`src/rtl/mc_control_fsm.sv`:
```
// mc_control_fsm: multicycle MIPS controller sequencing fetch/decode/execute/memory/writeback
// with a memory-ready stall handshake and a retired-instruction counter.
module mc_control_fsm (
  input  logic        clk,
  input  logic        rst_n,
  input  logic [5:0]  op,
  input  logic [5:0]  funct,
  input  logic        zero,
  input  logic        mem_ready,
  output logic        pc_en,
  output logic        ir_write,
  output logic        reg_write,
  output logic        mem_write,
  output logic        iord,
  output logic        reg_dst,
  output logic        mem_to_reg,
  output logic        alu_src_a,
  output logic [1:0]  alu_src_b,
  output logic [1:0]  pc_src,
  output logic [2:0]  alu_control,
  output logic [3:0]  state,
  output logic [31:0] instr_count
);
  localparam logic [3:0] FETCH = 4'd0, DECODE = 4'd1, MEMADR = 4'd2, MEMREAD = 4'd3,
                         MEMWB = 4'd4, MEMWRITE = 4'd5, EXECUTE = 4'd6, ALUWB = 4'd7,
                         BRANCH = 4'd8, ADDIEX = 4'd9, ADDIWB = 4'd10, JUMP = 4'd11;
  localparam logic [5:0] OP_LW = 6'b100011, OP_SW = 6'b101011, OP_R = 6'b000000,
                         OP_BEQ = 6'b000100, OP_ADDI = 6'b001000, OP_J = 6'b000010;
  logic [3:0]  state_q, state_d;
  logic [31:0] count_q, count_d;
  logic        pc_write, branch, ir_wr, reg_wr, mem_wr, retire;
  always_comb begin
    state_d     = FETCH;
    pc_write    = 1'b0;
    branch      = 1'b0;
    ir_wr       = 1'b0;
    reg_wr      = 1'b0;
    mem_wr      = 1'b0;
    iord        = 1'b0;
    reg_dst     = 1'b0;
    mem_to_reg  = 1'b0;
    alu_src_a   = 1'b0;
    alu_src_b   = 2'b00;
    pc_src      = 2'b00;
    alu_control = 3'b010;
    case (state_q)
      FETCH: begin
        alu_src_b = 2'b01;
        ir_wr     = mem_ready;
        pc_write  = mem_ready;
        state_d   = mem_ready ? DECODE : FETCH;
      end
      DECODE: begin
        alu_src_b = 2'b11;
        state_d   = (op == OP_LW || op == OP_SW) ? MEMADR :
                    op == OP_R    ? EXECUTE :
                    op == OP_BEQ  ? BRANCH  :
                    op == OP_ADDI ? ADDIEX  :
                    op == OP_J    ? JUMP    : FETCH;
      end
      MEMADR: begin
        alu_src_a = 1'b1;
        alu_src_b = 2'b10;
        state_d   = op == OP_LW ? MEMREAD : MEMWRITE;
      end
      MEMREAD: begin
        iord    = 1'b1;
        state_d = mem_ready ? MEMWB : MEMREAD;
      end
      MEMWB: begin
        mem_to_reg = 1'b1;
        reg_wr     = 1'b1;
      end
      MEMWRITE: begin
        iord    = 1'b1;
        mem_wr  = 1'b1;
        state_d = mem_ready ? FETCH : MEMWRITE;
      end
      EXECUTE: begin
        alu_src_a   = 1'b1;
        alu_control = funct == 6'b100010 ? 3'b110 :
                      funct == 6'b100100 ? 3'b000 :
                      funct == 6'b100101 ? 3'b001 :
                      funct == 6'b101010 ? 3'b111 : 3'b010;
        state_d     = ALUWB;
      end
      ALUWB: begin
        reg_dst = 1'b1;
        reg_wr  = 1'b1;
      end
      BRANCH: begin
        alu_src_a   = 1'b1;
        alu_control = 3'b110;
        branch      = 1'b1;
        pc_src      = 2'b01;
      end
      ADDIEX: begin
        alu_src_a = 1'b1;
        alu_src_b = 2'b10;
        state_d   = ADDIWB;
      end
      ADDIWB: reg_wr = 1'b1;
      JUMP: begin
        pc_src   = 2'b10;
        pc_write = 1'b1;
      end
      default: ;
    endcase
  end
  // only completing instructions retire; an unknown op falling back from DECODE does not
  assign retire  = state_d == FETCH && (state_q inside {MEMWB, MEMWRITE, ALUWB, BRANCH, ADDIWB, JUMP});
  assign count_d = count_q + {31'd0, retire};
  always_ff @(posedge clk or negedge rst_n) begin
    if (!rst_n) begin
      state_q <= FETCH;
      count_q <= 32'd0;
    end else begin
      state_q <= state_d;
      count_q <= count_d;
    end
  end
  // strobes gated by rst_n so nothing writes while reset is held
  assign pc_en       = rst_n & (pc_write | (branch & zero));
  assign ir_write    = rst_n & ir_wr;
  assign reg_write   = rst_n & reg_wr;
  assign mem_write   = rst_n & mem_wr;
  assign state       = state_q;
  assign instr_count = count_q;
endmodule

```
`config.mk`:
```
export PLATFORM = sky130hd
export DESIGN_NAME = mc_control_fsm
export DESIGN_NICKNAME = d
export VERILOG_FILES = /design/src/rtl/mc_control_fsm.sv
export SDC_FILE = /design/constraint.sdc
export NUM_CORES = 1
export LEC_CHECK = 0
export BUFFER_PORTS_ARGS = -buffer_cell sky130_fd_sc_hd__buf_4
export CAP_MARGIN = 10
export CORE_ASPECT_RATIO = 0.6
export CORE_MARGIN = 10
export CORE_UTILIZATION = 50
export DETAILED_ROUTE_END_ITERATION = 8
export PLACE_DENSITY = 0.79
export SYNTH_ARGS = -nofsm -noshare
export SYNTH_HDL_FRONTEND = slang
export SYNTH_SLANG_ARGS = --single-unit
export TNS_END_PERCENT = 100
```
`constraint.sdc`:
```
create_clock -name clk -period 3.9 [get_ports clk]
set_input_delay 1.17 -clock clk [delete_from_list [all_inputs] [get_ports clk]]
set_output_delay 1.17 -clock clk [all_outputs]
set_load 0.05 [all_outputs]
```
==> metrics.md, run 1 <==
| Metric | Value |
|---|---|
| Post-synth top cells | dfrtp_1 (36), xnor2_1 (24), nand3_1 (18) |
| Syn Nets | 223 |
| Yosys warns | 0 |
| Die H | 68.8 um |
| DPL Wire Length | 4160 um |
| Combinational share of power | 0.276 |
| First-pass GRT wire length | 8590 um |
| Setup Buffers After CTS | 0 |
| Clock buffer depth | 2 |
| Layout area overhead | 33.2% |
| Port bufs | 66 |
| Final Hold Fails | 0 |
| Area of the core | 3740 um^2 |
| RSZ-0062 raised after global routing | false |
| Slew @ Worst Pin | 0.722 ns |
| Nets@finish | 291 |
| Cts bufs inserted | 5 |
| Int Power | 0.000679 W |
| Row Count | 17 |
| Die X | 101 um |
| Overflow after GRT | 0 |
| Vias/cell | 5.59 |
| All-Layer GR Usage | 0.156 |
| Minimum clock period | 3.25 ns |
| Final worst hold slack | 0.478 ns |
| Synth Area in XOR/XNOR | 0.141 |
| TritonCTS Sinks | 36 |
| Final worst path period share | 0.835 |
| CTS Hold Buffers Added | 0 |
| Synth Area in Compound Gates | 0.0567 |
| DRT antenna net count | 0 |
| Setup ws final | 0.645 ns |
| Die Area | 6980 um^2 |
| Post-route cell area | 2650 um^2 |
| Synth cell types | 37 |
| Post-synthesis sequential area ratio | 0.453 |
| Post-synth ARST share | 1.00 |
| Setup violators final | 0 |
| Count leader, synth | dfrtp_1 |
| P_sw | 0.000392 W |
| Sequential power share | 0.419 |
| R2r setup slk | 0.80 ns |
| CP max stage cell | nor3b_1 |
| Maximum vdd drop | 381 uV |
| Initial antenna violation count | 0 |
| # H-tree levels | 2 |
| FF-to-FF End | instr_count[30] |
| Arrival time worst endpoint | 2.08 ns |
| Synth top area share | 0.453 |
| Register bit count reported by yosys | 36 |
| Cts repair resizes | 0 |
| DRC | 0 |
| Slowest Stage Delay on Critical Path | 0.34 ns |
| Post-synth EDFFs | 0 |
| Reg2Reg Depth | 9 |
| Adder-cell share of the synthesized area | 0.0126 |
| Drt total wl | 5380 um |
| Crit start category | input pin |
| Worst Path Required | 2.73 ns |
| Dpl ws | 0.535 ns |
| Final Skew | 0.00806 ns |
| Dominant synthesized flop cell | dfrtp_1 |
| Post-DP Area | 2530 um^2 |
| Area of the multi-input gates | 1050 um^2 |
| Pwr dens | 405 nW/um^2 |
| Crit path buffers/inverters | 2 |
| Via Count | 1793 |
| Fillers | 300 |
| Max-slew headroom | 0.514 |
| Max-cap violations | 0 |
| Hold_sp | instr_count[31] |
| Hold Path Sink | instr_count[31] |
| Lkg Pwr | 1.22 nW |
| Largest net degree at the start of global routing | 25 |
| I/O pins | 67 |
| Vias in the first global route | 1674 |
| HP Class | reg -> reg |
| Status | complete, no violations |
| Clock root cell | clkbuf_8 |
| Critical path class | in -> out |
| Inserted Diodes | 0 |
| Post-synth top area cell | dfrtp_1 |
| F_max | 307 MHz |
| Critical path, cell by cell | buf_4 -> nor3b_1 -> a31oi_1 -> nor2_1 -> buf_4 |
| Post-Syn Area | 1990 um^2 |
| R2R Path Start | state[1] |
| Register area | 901 um^2 |
| Clock power share | 0.305 |
| CP most frequent cell | buf_4 |
| Crit path launch | funct[4] |
| Nature of the critical path endpoint | primary output |
| Clk slew on worst S/H paths | 0.07 ns |
| Avg Inst Size Synth | 9.69 um^2 |
| Total negative slack | 0 ns |
| Initial Utilization | 0.531 |
| Clock Latency Late Sink | 0.29 ns |
| Pwr Total | 0.00107 W |
| Final GP Congestion | 0.845 |
| Layout cells sized above 1 | 0.314 |
| Drt first pass iters | 4 |
| Max FO, Critical Path | 3 |
| TritonCTS clock tree | done |
| Top post-synthesis cells by area | dfrtp_1 (45%), xnor2_1 (11%), nand3_1 (4.5%), nand4_1 (3.8%), xor2_1 (3.5%) |
| WHS Path Cells | 1 |
| Post-Syn Instances | 205 |
| Starting DRT DRC Count | 155 |
| Switch share | 0.366 |
| Slew Viols, Final | 0 |
| Largest family of logic cells by synthesized area | simple AND/OR/NAND/NOR gates |
| Routed wire per std cell | 16.8 um |
| CP delay by family, top | simple AND/OR/NAND/NOR gates |
| Mux cell area share after synthesis | 0.0202 |
| Post-synthesis simple-gate area fraction | 0.295 |
[final cells by class]
cell class | count | area share
Multi-Input combinational cell | 158 | 0.397
Sequential cell | 36 | 0.340
Timing Repair Buffer | 68 | 0.193
Clock buffer | 5 | 0.0260
Tap cell | 47 | 0.0222
Clock inverter | 3 | 0.0161
Inverter | 4 | 0.00567
[how the worst max path moves through the flow]
stage,endpoint,depth (start not counted)
after floorplan,reg_write,5
after CTS,alu_control[2],5
final,alu_control[2],5
after global routing,instr_count[26],9
after global placement,instr_count[16],9
after detailed placement,instr_count[28],9
[flip-flops by register name, indices dropped and copies added (netlist names)]
register / count
instr_count: 32
state: 4
[stage by stage]
step | util | instances
3_3_place_gp | 0.677 | 313
5_1_grt | 0.707 | 321
4_1_cts | 0.707 | 321
3_5_place_dp | 0.677 | 313
2_1_floorplan | - | 205
6_report | 0.707 | 321
[logic make-up after synthesis]
group / count (synthesis)
simple gates: 102
flops: 36
xor+xnor: 32
compound gates: 18
buf+inv: 11
mux: 4
fa+ha+maj: 2
[power groups by stage]
stage / logic [W] / registers (W) / clock network (W)
5_1_grt: 0.000312 / 0.000455 / 0.000346
2_1_floorplan: 0.000119 / 0.000524 / 0
6_report: 0.000295 / 0.000449 / 0.000327
3_5_place_dp: 0.000297 / 0.000455 / 0
3_3_place_gp: 0.000295 / 0.000455 / 0
4_1_cts: 0.000298 / 0.000447 / 0.000333
[cell usage in the layout, fill, tap and decap left out, drive strengths merged, types with 6 or more instances in the layout]
cell type   n
a21oi       6
buf        68
dfrtp      36
nand2      12
nand2b      6
nand3      18
nand4      13
nor2       15
nor3       13
xnor2      24
xor2        8
[metal layers]
| metal | global-route usage | vias up | part of all wire |
|---|---|---|---|
| met1 | 0.215 | 845 | 0.45 |
| met4 | 0.0588 | 0 | 0.0091 |
| li1 | - | 871 | - |
| met3 | 0.0615 | 4 | 0.10 |
| met5 | 0 | - | 0 |
| met2 | 0.216 | 73 | 0.44 |
No activity file was read; power rests on OpenSTA's default activity.
==> inputs of run 2 (changes only) <==
- CORE_UTILIZATION: 50 -> 45
- PLACE_DENSITY: 0.79 -> 0.75
- clock period: 3.9 -> 2.9 ns (I/O delays scaled with it)
==> run 2 against run 1 <==
Against the previous run: hold slack lost 0.090 ns; clock power grew 12%; global-route usage shrank 0.92 points; critical path depth grew 1; sequential power grew 31%; largest power group unchanged; highest routed layer unchanged.
==> metrics.md, run 2 (same netlist as run 1, synthesis figures left out) <==
| Metric | Value |
|---|---|
| R2R Path Start | state[1] |
| RSZ-0062 raised after global routing | false |
| First-pass GRT wire length | 9090 um (+5.9%) |
| Final worst hold slack | 0.388 ns (-0.0901 ns) |
| Layout cells sized above 1 | 0.351 (+0.0370) |
| Crit path launch | state[3] |
| Final worst path period share | 0.932 |
| Int Power | 0.000872 W (+28%) |
| Critical path endpoint | pc_en |
| Most common cell after layout, fill and taps aside | buf_4 |
| Max FFs per register | 32 (unchanged) |
| Vias in the first global route | 1812 (+8.2%) |
| Max-slew headroom | 0.535 (+0.0203) |
| Top Layer Used | met4 |
| Met2 routed WL | 2600 um (+11%) |
| Final GP Congestion | 0.858 (+1.6%) |
| Lkg Pwr | 1.27 nW (+4.3%) |
| Max-cap violations | 0 (unchanged) |
| Max FO, Critical Path | 11 (+8) |
| Die H | 71.5 um (+3.8%) |
| Initial Utilization | 0.474 (-0.0564) |
| TritonCTS Sinks | 36 (unchanged) |
| Clock buffer depth | 2 (unchanged) |
| DPL Wire Length | 4490 um (+8.1%) |
| Placed Cells | 337 (+7.7%) |
| Fillers | 367 (+22%) |
| Crit start category | flop |
| Arrival time worst endpoint | 1.83 ns (-0.25 ns) |
| Reg2Reg Depth | 11 (+2) |
| Metal1 wirelength | 2670 um (+10%) |
| Most frequent cells in the layout | buf_4 (79), dfrtp_1 (36), xnor2_1 (24), nand3_1 (18), nor2_1 (14) |
| Area of the core | 4190 um^2 (+12%) |
| Clk slew on worst S/H paths | 0.07 ns (about the same) |
| HP Class | in -> async |
| Minimum clock period | 2.70 ns |
| Clock power share | 0.261 (-0.044) |
| Row Count | 18 (+1) |
| Starting DRT DRC Count | 81 (-48%) |
| Sequential power share | 0.420 (about the same) |
| Inserted Diodes | 0 (unchanged) |
| Port bufs | 66 (unchanged) |
| Final Hold Fails | 0 (unchanged) |
| Finished Layout Cells | 345 (+7.5%) |
| Largest net degree at the start of global routing | 22 (-12%) |
| TritonCTS clock tree | done |
| P_sw | 0.000532 W (+35%) |
| Clock root cell | clkbuf_8 |
| Clock Latency Late Sink | 0.29 ns (about the same) |
| Setup violators final | 0 (unchanged) |
| Routed wire per std cell | 16.3 um (-3.1%) |
| F_max | 370 MHz |
| Drt total wl | 5610 um (+4.2%) |
| Critical path class | reg -> out |
| # H-tree levels | 2 (unchanged) |
| Setup Buffers After CTS | 0 (unchanged) |
| Slew Viols, Final | 0 (unchanged) |
| Post-layout util | 0.657 (-0.0498) |
| DRC | 0 (unchanged) |
| Die X | 106 um (+4.3%) |
| Switch share | 0.379 (+0.0124) |
| Pwr Total | 0.00140 W (+31%) |
| Initial antenna violation count | 0 (unchanged) |
| Cts bufs inserted | 5 (unchanged) |
| Combinational share of power | 0.319 (+0.043) |
| Layout area overhead | 38.5% |
| Status | complete, no violations |
| Final Skew | 0.00360 ns (-0.00446 ns) |
| Maximum vdd drop | 374 uV (-2.0%) |
| R2r setup slk | 0.41 ns (-0.39 ns) |
| Via Count | 1850 (+3.2%) |
| Slew @ Worst Pin | 0.692 ns (-0.0301 ns) |
| DRT antenna net count | 0 (unchanged) |
| Vias/cell | 5.36 (-4.0%) |
| Met3 WL | 323 um (-43%) |
| Die Area | 7560 um^2 (+8.3%) |
| FF-to-FF End | instr_count[22] |
| Nature of the critical path endpoint | primary output |
| Nets@finish | 302 (+3.8%) |
| Pwr dens | 510 nW/um^2 (+26%) |
| CTS Hold Buffers Added | 0 (unchanged) |
| Drt first pass iters | 4 (unchanged) |
| Overflow after GRT | 0 (unchanged) |
| Cts repair resizes | 0 (unchanged) |
| I/O pins | 67 (unchanged) |
| Worst Path Required | 2.03 ns (-0.70 ns) |
| All-Layer GR Usage | 0.147 (-0.00916) |
## run 2: cell types whose count changed in the layout (fill, tap and decap cells not counted), moves of 2 or more
cell	previous run	this run
nor3_1	12	9
nor3_2	1	3
buf_4	68	79
clkbuf_1	0	2
## run 2: metrics by stage
step	instance area, um^2	worst slack (ns)	setup TNS (ns)
3_3_place_gp	2660	0.193	0
6_report	2750	0.198	0
4_1_cts	2750	0.211	0
3_5_place_dp	2660	0.139	0
2_1_floorplan	2010	-0.259	-0.662
5_1_grt	2750	0.0975	0
## run 2: worst min-delay path by stage
stage | startpoint | end | slack, ns | cells after the start
6_report | rst_n | instr_count[18] | 0.39 | 1
5_1_grt | rst_n | instr_count[24] | 0.37 | 1
3_5_place_dp | instr_count[31] | instr_count[31] | 0.47 | 1
3_3_place_gp | instr_count[31] | instr_count[31] | 0.46 | 1
2_1_floorplan | rst_n | instr_count[0] | 0.57 | 0
4_1_cts | rst_n | instr_count[24] | 0.38 | 1
## run 2: per-layer routing
layer,track usage,vias to the layer above
li1,-,887
met1,0.195,913
met2,0.223,48
met3,0.0518,2
met4,0.0404,0
met5,0,-
## run 2: final cells by class
cell class,count,area (um^2),area share
multi-input combinational,158,1080,0.392
sequential,36,901,0.327
timing repair buffer,79,593,0.215
clock buffer,8,90.1,0.0327
tap,60,75.1,0.0273
inverter,4,15.0,0.00545
## run 2: power by group through the flow
stage	Combinational [W]	Sequential [W]	Clock, W
floorplan	0.000166	0.000704	0
global placement	0.000442	0.000596	0
detailed placement	0.000448	0.000598	0
CTS	0.000450	0.000590	0.000375
global route	0.000474	0.000595	0.000402
finish	0.000448	0.000589	0.000367
## run 2: critical path, stage by stage, from the launching register on
cell and delay, ns:
dfrtp_1 0.57, buf_4 0.21, mux2i_1 0.21, nor3_1 0.06
a31oi_1 0.25, nor3_4 0.05, buf_4 0.19
